$ cat config.mk
export PLATFORM = sky130hd
export DESIGN_NAME = seq_lookahead_subtractor
export DESIGN_NICKNAME = d
export VERILOG_FILES = /design/src/rtl/arith_pkg.sv /design/src/rtl/borrow_lookahead_slice.sv /design/src/rtl/seq_lookahead_subtractor.sv
export SDC_FILE = /design/constraint.sdc
export NUM_CORES = 1
export LEC_CHECK = 0
export ABC_AREA = 1
export CORE_ASPECT_RATIO = 0.7
export CORE_MARGIN = 4
export CORE_UTILIZATION = 45
export DETAILED_ROUTE_END_ITERATION = 8
export PLACE_DENSITY_LB_ADDON = 0.2
export SLEW_MARGIN = 0
export SYNTH_ARGS = -nofsm -noshare
export SYNTH_HDL_FRONTEND = slang
export SYNTH_HIERARCHICAL = 1
export SYNTH_SLANG_ARGS = --single-unit
$ cat constraint.sdc
create_clock -name clk -period 5.4 [get_ports clk]
set_input_delay 1.62 -clock clk [delete_from_list [all_inputs] [get_ports clk]]
set_output_delay 1.62 -clock clk [all_outputs]
set_load 0.01 [all_outputs]
$ cat src/rtl/arith_pkg.sv
// Shared arithmetic definitions: subtractor FSM state encoding and default widths.
package arith_pkg;

    localparam int WIDTH_DEF   = 32;
    localparam int SLICE_W_DEF = 8;

    typedef enum logic [1:0] {
        IDLE = 2'd0,
        RUN  = 2'd1,
        DONE = 2'd2
    } state_t;

endpackage

$ cat src/rtl/borrow_lookahead_slice.sv
// Combinational SLICE_W-bit borrow-lookahead subtract slice (d = a - b - bin), zero latency.
// Every borrow is a flat sum-of-products of generate/propagate terms and bin_s, with no ripple.
module borrow_lookahead_slice
    import arith_pkg::*;
#(
    parameter int SLICE_W = SLICE_W_DEF
) (
    input  logic [SLICE_W-1:0] a_s,
    input  logic [SLICE_W-1:0] b_s,
    input  logic               bin_s,
    output logic [SLICE_W-1:0] d_s,
    output logic               bout_s
);

    logic [SLICE_W-1:0] g;
    logic [SLICE_W-1:0] p;
    logic [SLICE_W:0]   bor;
    logic               acc;
    logic               term;

    assign g = ~a_s & b_s;
    assign p = ~(a_s ^ b_s);

    // bor[i+1] = g[i] | p[i]g[i-1] | ... | p[i]..p[0]bin_s
    always_comb begin
        bor    = '0;
        bor[0] = bin_s;
        acc    = 1'b0;
        term   = 1'b0;
        for (int i = 0; i < SLICE_W; i++) begin
            term = bin_s;
            for (int k = 0; k <= i; k++) begin
                term = term & p[k];
            end
            acc = term;
            for (int j = 0; j <= i; j++) begin
                term = g[j];
                for (int k = j + 1; k <= i; k++) begin
                    term = term & p[k];
                end
                acc = acc | term;
            end
            bor[i+1] = acc;
        end
    end

    assign d_s    = a_s ^ b_s ^ bor[SLICE_W-1:0];
    assign bout_s = bor[SLICE_W];

endmodule

$ cat src/rtl/seq_lookahead_subtractor.sv
// Multi-cycle a - b - bin, one lookahead slice per cycle; done pulses WIDTH/SLICE_W+1 edges after start.
// start is ignored while busy; the result holds until the next accepted start. SUB_OVF_EN adds ovf.
module seq_lookahead_subtractor
    import arith_pkg::*;
#(
    parameter int WIDTH   = WIDTH_DEF,
    parameter int SLICE_W = SLICE_W_DEF
) (
    input  logic             clk,
    input  logic             rst,
    input  logic             start,
    input  logic [WIDTH-1:0] a,
    input  logic [WIDTH-1:0] b,
    input  logic             bin,
    output logic             busy,
    output logic             done,
    output logic [WIDTH-1:0] diff,
    output logic             borrow
`ifdef SUB_OVF_EN
    ,
    output logic             ovf
`endif
);

    localparam int NUM_SLICES = WIDTH / SLICE_W;
    localparam int CNT_W      = (NUM_SLICES > 1) ? $clog2(NUM_SLICES) : 1;

    state_t             state_q;
    state_t             state_d;
    logic [CNT_W-1:0]   cnt_q;
    logic [WIDTH-1:0]   a_q;
    logic [WIDTH-1:0]   b_q;
    logic               brw_q;
    logic [WIDTH-1:0]   diff_q;
    logic               borrow_q;

    logic [SLICE_W-1:0] a_slc;
    logic [SLICE_W-1:0] b_slc;
    logic [SLICE_W-1:0] d_slc;
    logic               bout_slc;
    logic               last_slc;
    logic               accept;

    // DONE accepts a new start just like IDLE, enabling back-to-back operations.
    assign accept   = start && ((state_q == IDLE) || (state_q == DONE));
    assign last_slc = (cnt_q == CNT_W'(NUM_SLICES - 1));

    assign a_slc = a_q[cnt_q*SLICE_W +: SLICE_W];
    assign b_slc = b_q[cnt_q*SLICE_W +: SLICE_W];

    borrow_lookahead_slice #(
        .SLICE_W (SLICE_W)
    ) u_slice (
        .a_s    (a_slc),
        .b_s    (b_slc),
        .bin_s  (brw_q),
        .d_s    (d_slc),
        .bout_s (bout_slc)
    );

    always_comb begin
        state_d = state_q;
        case (state_q)
            IDLE, DONE: state_d = accept ? RUN : IDLE;
            RUN:        state_d = last_slc ? DONE : RUN;
            default:    state_d = IDLE;
        endcase
    end

    always_ff @(posedge clk) begin
        if (rst) begin
            state_q  <= IDLE;
            cnt_q    <= '0;
            a_q      <= '0;
            b_q      <= '0;
            brw_q    <= 1'b0;
            diff_q   <= '0;
            borrow_q <= 1'b0;
        end else begin
            state_q <= state_d;
            if (accept) begin
                a_q   <= a;
                b_q   <= b;
                brw_q <= bin;
                cnt_q <= '0;
            end else if (state_q == RUN) begin
                diff_q[cnt_q*SLICE_W +: SLICE_W] <= d_slc;
                brw_q <= bout_slc;
                cnt_q <= cnt_q + 1'b1;
                if (last_slc) begin
                    borrow_q <= bout_slc;
                end
            end
        end
    end

`ifdef SUB_OVF_EN
    logic ovf_q;

    // Final diff MSB is the top bit of the last slice, available in the same cycle it is written.
    always_ff @(posedge clk) begin
        if (rst) begin
            ovf_q <= 1'b0;
        end else if (state_q == RUN && last_slc && !accept) begin
            ovf_q <= (a_q[WIDTH-1] ^ b_q[WIDTH-1]) & (d_slc[SLICE_W-1] ^ a_q[WIDTH-1]);
        end
    end

    assign ovf = ovf_q;
`endif

    assign busy   = (state_q == RUN);
    assign done   = (state_q == DONE);
    assign diff   = diff_q;
    assign borrow = borrow_q;

endmodule
* Yosys cells after proc, flatten, opt, wreduce, memory -nomap -nowiden
Index checks and enable logic that the tools add are counted.
** Operators by class
- Div/mod/pow operators :: 0
- Shifts and indexed selects :: 4
- Reduce and logical (&&, ||, !) cells :: 8
- Multipliers :: 0
- $lt $le $gt $ge :: 0
- Add/sub/neg operators :: 2
- Eq/ne operators :: 3
- Bitwise operators :: 78
- Multiplexer cells :: 6
** Operators with widths (number)
- $shiftx 32x6->8 :: 2
- $and 1x1->1 :: 36
- $or 1x1->1 :: 36
- $neg 5->34 :: 1
- $shift 8x34->32 const A :: 1
- $shiftx 8x34->32 :: 1
- $bwmux 32 :: 1
- $not 8->8 :: 2
- $xor 8x8->8 :: 2
- $and 8x8->8 :: 1
- $eq 2x2->1 const B :: 2
- $pmux 2 s2 :: 1
- $reduce_or 2->1 :: 2
- $mux 1 :: 3
- $reduce_and 3->1 :: 1
- $add 2x1->2 const B :: 1
- $eq 2x1->1 const B :: 1
- $logic_not 2->1 :: 1
- $mux 2 :: 1
- $reduce_and 2->1 :: 1
- $reduce_bool 2->1 :: 1
- $logic_and 1x1->1 :: 1
- $logic_or 1x1->1 :: 1
- $not 1->1 :: 1
** Storage, ports and cells
- Memory bits (writable) :: 0
- Memory bits (read-only) :: 0
- Memories :: 0
- Bits in registers :: 102
- Latch bits :: 0
- Word-level logic and storage cells :: 108

* Depth between registers and ports, before layout
- Word-level depth :: 21
- Gate-level depth with buffers :: 21

* Cells and area by module
The synthesis kept the hierarchy.
** Modules (own cells, without submodules)
- seq_lookahead_subtractor :: cells an instance 579, instances 1, area each 4356.7 µm², sequential area each 2042.0 µm²
- borrow_lookahead_slice :: cells an instance 76, instances 1, area each 474.2 µm², sequential area each 0.0 µm²

* Worst setup path before layout
Ideal clock, no wire load.
- Kind :: register -> register
- Start :: reg cnt_q[0]
- End :: reg diff_q[13], in the netlist diff[13]
- Stages on the path, launching flop included :: 19
- Period minus slack after synthesis :: 2.717 ns
- Slack :: 2.683 ns
- Setup time :: 0.070 ns
- Data arrival time :: 2.647 ns
- Cells stage by stage :: dfxtp_1 -> buf_6 -> clkbuf_1 -> o21ai_0 -> o22ai_1 -> inv_1 -> ha_1 -> ha_1 -> nand2_2 -> nand3b_2 -> a21o_1 -> nand2_2 -> nand2_2 -> a21oi_2 -> xor2_1 -> inv_1 -> nor3_2 -> nand2_1 -> a21oi_1
** Between the ends
- Elaborated cells on any way between the ends :: 67
** RTL lines
- from (decl) :: line seq_lookahead_subtractor.sv:30 : logic [CNT_W-1:0] cnt_q;
- from (signal assigned) :: line seq_lookahead_subtractor.sv:89 : cnt_q <= cnt_q + 1'b1;
- $shiftx 32x6->8 * :: line seq_lookahead_subtractor.sv:48 : assign a_slc = a_q[cnt_q*SLICE_W +: SLICE_W];
- via a_slc[0] :: line seq_lookahead_subtractor.sv:37 : logic [SLICE_W-1:0] a_slc;
- $xor 8x8->8 :: line borrow_lookahead_slice.sv:22 : assign p = ~(a_s ^ b_s);
- $not 8->8 :: line borrow_lookahead_slice.sv:22
- $and 1x1->1 (5 in a row) :: line borrow_lookahead_slice.sv:33 : term = term & p[k];
- $or 1x1->1 * (5 in a row) :: line borrow_lookahead_slice.sv:41 : acc = acc | term;
- $xor 8x8->8 * :: line borrow_lookahead_slice.sv:47 : assign d_s = a_s ^ b_s ^ bor[SLICE_W-1:0];
- via d_slc[5] :: line seq_lookahead_subtractor.sv:39 : logic [SLICE_W-1:0] d_slc;
- $shiftx 8x34->32 * :: line seq_lookahead_subtractor.sv:87 : diff_q[cnt_q*SLICE_W +: SLICE_W] <= d_slc;
- $bwmux 32 * :: line seq_lookahead_subtractor.sv:87
- to (signal, indexed assignment) :: line seq_lookahead_subtractor.sv:87
- to (decl) :: line seq_lookahead_subtractor.sv:34 : logic [WIDTH-1:0] diff_q;
Mark *: on every way through the listed nets, which the timed path passes. The rest lies on a longest branch.
A chain may end at the register's enable or synchronous reset.

* Worst setup path in the final report
- Start :: reg state_q[0]
- End :: out busy
** Between the ends
- Word-level cells in the longest chain between the ends :: 1
** Ends and longest elaborated chain
- from (decl) :: line seq_lookahead_subtractor.sv:28 : state_t state_q;
- from (signal assigned) :: line seq_lookahead_subtractor.sv:80 : state_q <= state_d;
- $eq 2x1->1 :: line seq_lookahead_subtractor.sv:112 : assign busy = (state_q == RUN);
- to (decl) :: line seq_lookahead_subtractor.sv:15 : output logic busy,
No other way between the ends.

==> impl_metrics.ini <==
[clock_tree]
cts.path.max_buffers = 2
post-cts-setup-buffers = 0
htree_levels = 3
cts_buffers = 9
clock_sinks = 102
cts-root-buf = clkbuf_16
clk_latency_ns = 0.35
ctsResizeCount = 0
hold_buffers = 0
clk_pin_slew_ns = 0.06
cts_tree = built

[layout]
layoutNonFillerInstCount = 864
multi_input_area_um2 = 2370
diodes = 0
drive_gt1_share_pct = 5.46
utilization_pct = 58.0
nets = 810
n_fill_cell = 1000
area_growth_pct = 24.8
seq_area_um2 = 2040

[synthesis]
synth_cell_types = 32
syn-num-nets = 738
synth-seq-area-share_pct = 42.3
ys_ff_latch = 102
synth_top_family_by_area = simple AND/OR/NAND/NOR gates
syn_inst = 655
avgSynthCellArea_um2 = 7.38
synthTopCellsByArea = dfxtp_1, nor2_1, o21ai_0
syn-cell-area_um2 = 4830
synth_fa_ha_area_share_pct = 4.04
ys_warn_count = 6
synth_top_area_share_pct = 42.3
yosys-mux-area-fraction_pct = 0
synth_top_area_cell = dfxtp_1
synth-compound-area-share_pct = 16.2
synth-xor-area-share_pct = 1.27
synthSimpleGateAreaFrac_pct = 27.6

[placement]
io_buffers = 102
place_ws_ns = 1.51
dpl.hpwl_um = 9220
place.gp.congestion = 0.935
dp_cells = 848

[floorplan]
die_area_um2 = 12500
fp-row-count = 31
die_w_um = 132
core_area_um2 = 10400
start_util_pct = 46.5
ios = 103
fp.dieH_um = 94.7

[job]
drv_cap = 0

[sta]
post-route-min-period_ns = 3.76
finalSetupTns_ns = 0
post-route-period-util_pct = 69.6
rsz0062_at_grt = false
finalSetupViolCount = 0
fmax_mhz = 266
slew_headroom_pct = 29.1
drv_slew = 0
layout_setup_ws_ns = 1.64
clock_skew_ns = 0.00890
tightest_slew_ns = 1.06
final_hold_viol_count = 0

[routing]
route.met2.wl_um = 5360
drc = 0
vias = 4597
dr.pass1.iters = 5
wl_met1_um = 6620
wl_met3_um = 997
ant_nets = 0
routedWlPerCell_um = 15.2
wl_um = 13100
avgViaCountPerCell = 5.32
dr.max_layer_used = met4
drt_iter0_drc = 384

[pwr]
p_per_area_nw_per_um2 = 317
leakagePower_nw = 2.39
vdd_drop_max_v = 0.000178

[outcome]
status = completed

[hold_path]
worstHoldStart = diff[29]$_SDFFE_PP0P_
min_path_type = reg2reg

[global_route]
grt_pass1_vias = 4241
grt_usage_pct = 21.0
antenna_found_initial = 0
grt-ovfl-total = 0
grt_max_degree = 69
grt_pass1_wl_um = 21200

[setup_path]
critPathLaunch = state_q[0]$_SDFF_PP0_
cp-start-kind = register
worst-path-max-fanout = 12
timing.rr.start = cnt_q[1]$_SDFFE_PP0P_
critPathKind = reg2out
cp_data_required_time_ns = 3.78
cp.arrival_ns = 2.14
endpoint_kind = primary output
==> power breakdown <==
part           total [mW]  switching, mW  internal [mW]
combinational       0.462          0.288          0.174
clock               0.610          0.283          0.327
sequential          0.837         0.0337          0.803
total                1.91          0.605           1.30
==> per-layer routing <==
metal | global-route usage (%) | vias to the layer above
met5 | 0 | -
met4 | 4.63 | 0
met3 | 6.07 | 13
met2 | 30.4 | 175
met1 | 31.0 | 2130
li1 | - | 2279
==> cell type report <==
cell class,count,area share (%)
tap,132,2.74
multi-input combinational,474,39.4
timing repair buffer,104,17.2
clock inverter,4,0.498
clock buffer,12,4.09
sequential,102,33.9
inverter,36,2.24
==> placed cells by master (no fill, tap or decap), types with 2 or more instances in the layout <==
cell             netlist  layout
nand2_2                3       3
nor2_4                 3       3
xor2_1                 5       5
nor2_1               180     180
o22ai_1               16      16
dfxtp_1              102     102
nor3_1                 2       2
nand4_1               15      15
nand3_4                3       3
clkbuf_1              15       2
clkbuf_16              0       9
buf_4                  2       2
o21ai_0               91      91
o21ai_1                6       6
inv_2                  4       4
nor3_2                 7       7
inv_1                 32      32
nand2_1               73      73
nand3_1               12      12
xnor2_1                2       2
ha_1                  14      14
a21oi_1               35      35
clkdlybuf4s50_1        0     102
==> registers in the layout (all words and copies together), names as in the netlist <==
name     count
b_q         32
brw_q        1
state_q      2
borrow       1
a_q         32
diff        32
cnt_q        2
==> cell usage after synthesis <==
| cell type | count |
|---|---|
| nor2_1 | 180 |
| dfxtp_1 | 102 |
| o21ai_0 | 91 |
| nand2_1 | 73 |
| a21oi_1 | 35 |
| inv_1 | 32 |
| o22ai_1 | 16 |
| clkbuf_1 | 15 |
| nand4_1 | 15 |
| ha_1 | 14 |
| buf_2 | 13 |
| nand3_1 | 12 |
| buf_6 | 11 |
| nor3_2 | 7 |
| o21ai_1 | 6 |
| xor2_1 | 5 |
| inv_2 | 4 |
| nand2_2 | 3 |
| nand3_4 | 3 |
| nor2_4 | 3 |
| buf_4 | 2 |
| nor3_1 | 2 |
| xnor2_1 | 2 |
| a21o_1 | 1 |
| a21oi_2 | 1 |
| clkbuf_4 | 1 |
| clkbuf_8 | 1 |
| fa_1 | 1 |
| nand2_4 | 1 |
| nand3b_2 | 1 |
| nor2_8 | 1 |
| o21a_1 | 1 |
==> critical path: stages (launching register included) <==
cell and delay, ns:
dfxtp_1 0.71, nand2_4 0.13, inv_1 0.32, clkdlybuf4s50_1 0.62
==> per-stage QoR <==
step	power [mW]	instance area [µm²]	hold slack, ns
6_report	1.91	6030	0.465
2_1_floorplan	1.17	4830	0.457
5_1_grt	2.00	6030	0.483
3_5_place_dp	1.30	5750	0.456
3_3_place_gp	1.30	5750	0.454
4_1_cts	1.91	6030	0.466
==> kinds of logic after synthesis <==
| group | Yosys count |
|---|---|
| and+or+nand+nor | 301 |
| AOI/OAI and AO/OA | 151 |
| DFF | 102 |
| buffers and inverters | 79 |
| adders and majority gates | 15 |
| xor gates and xnor gates | 7 |
==> worst paths after layout <==
path | endpoint | slack (ns) | cells after the start
max | busy | 1.64 | 3
min | diff[29]$_SDFFE_PP0P_ | 0.46 | 2
max reg2reg | diff[31]$_SDFFE_PP0P_ | 1.66 | 19
min reg2reg | diff[29]$_SDFFE_PP0P_ | 0.46 | 2
Power figures use the tool's default switching activity.
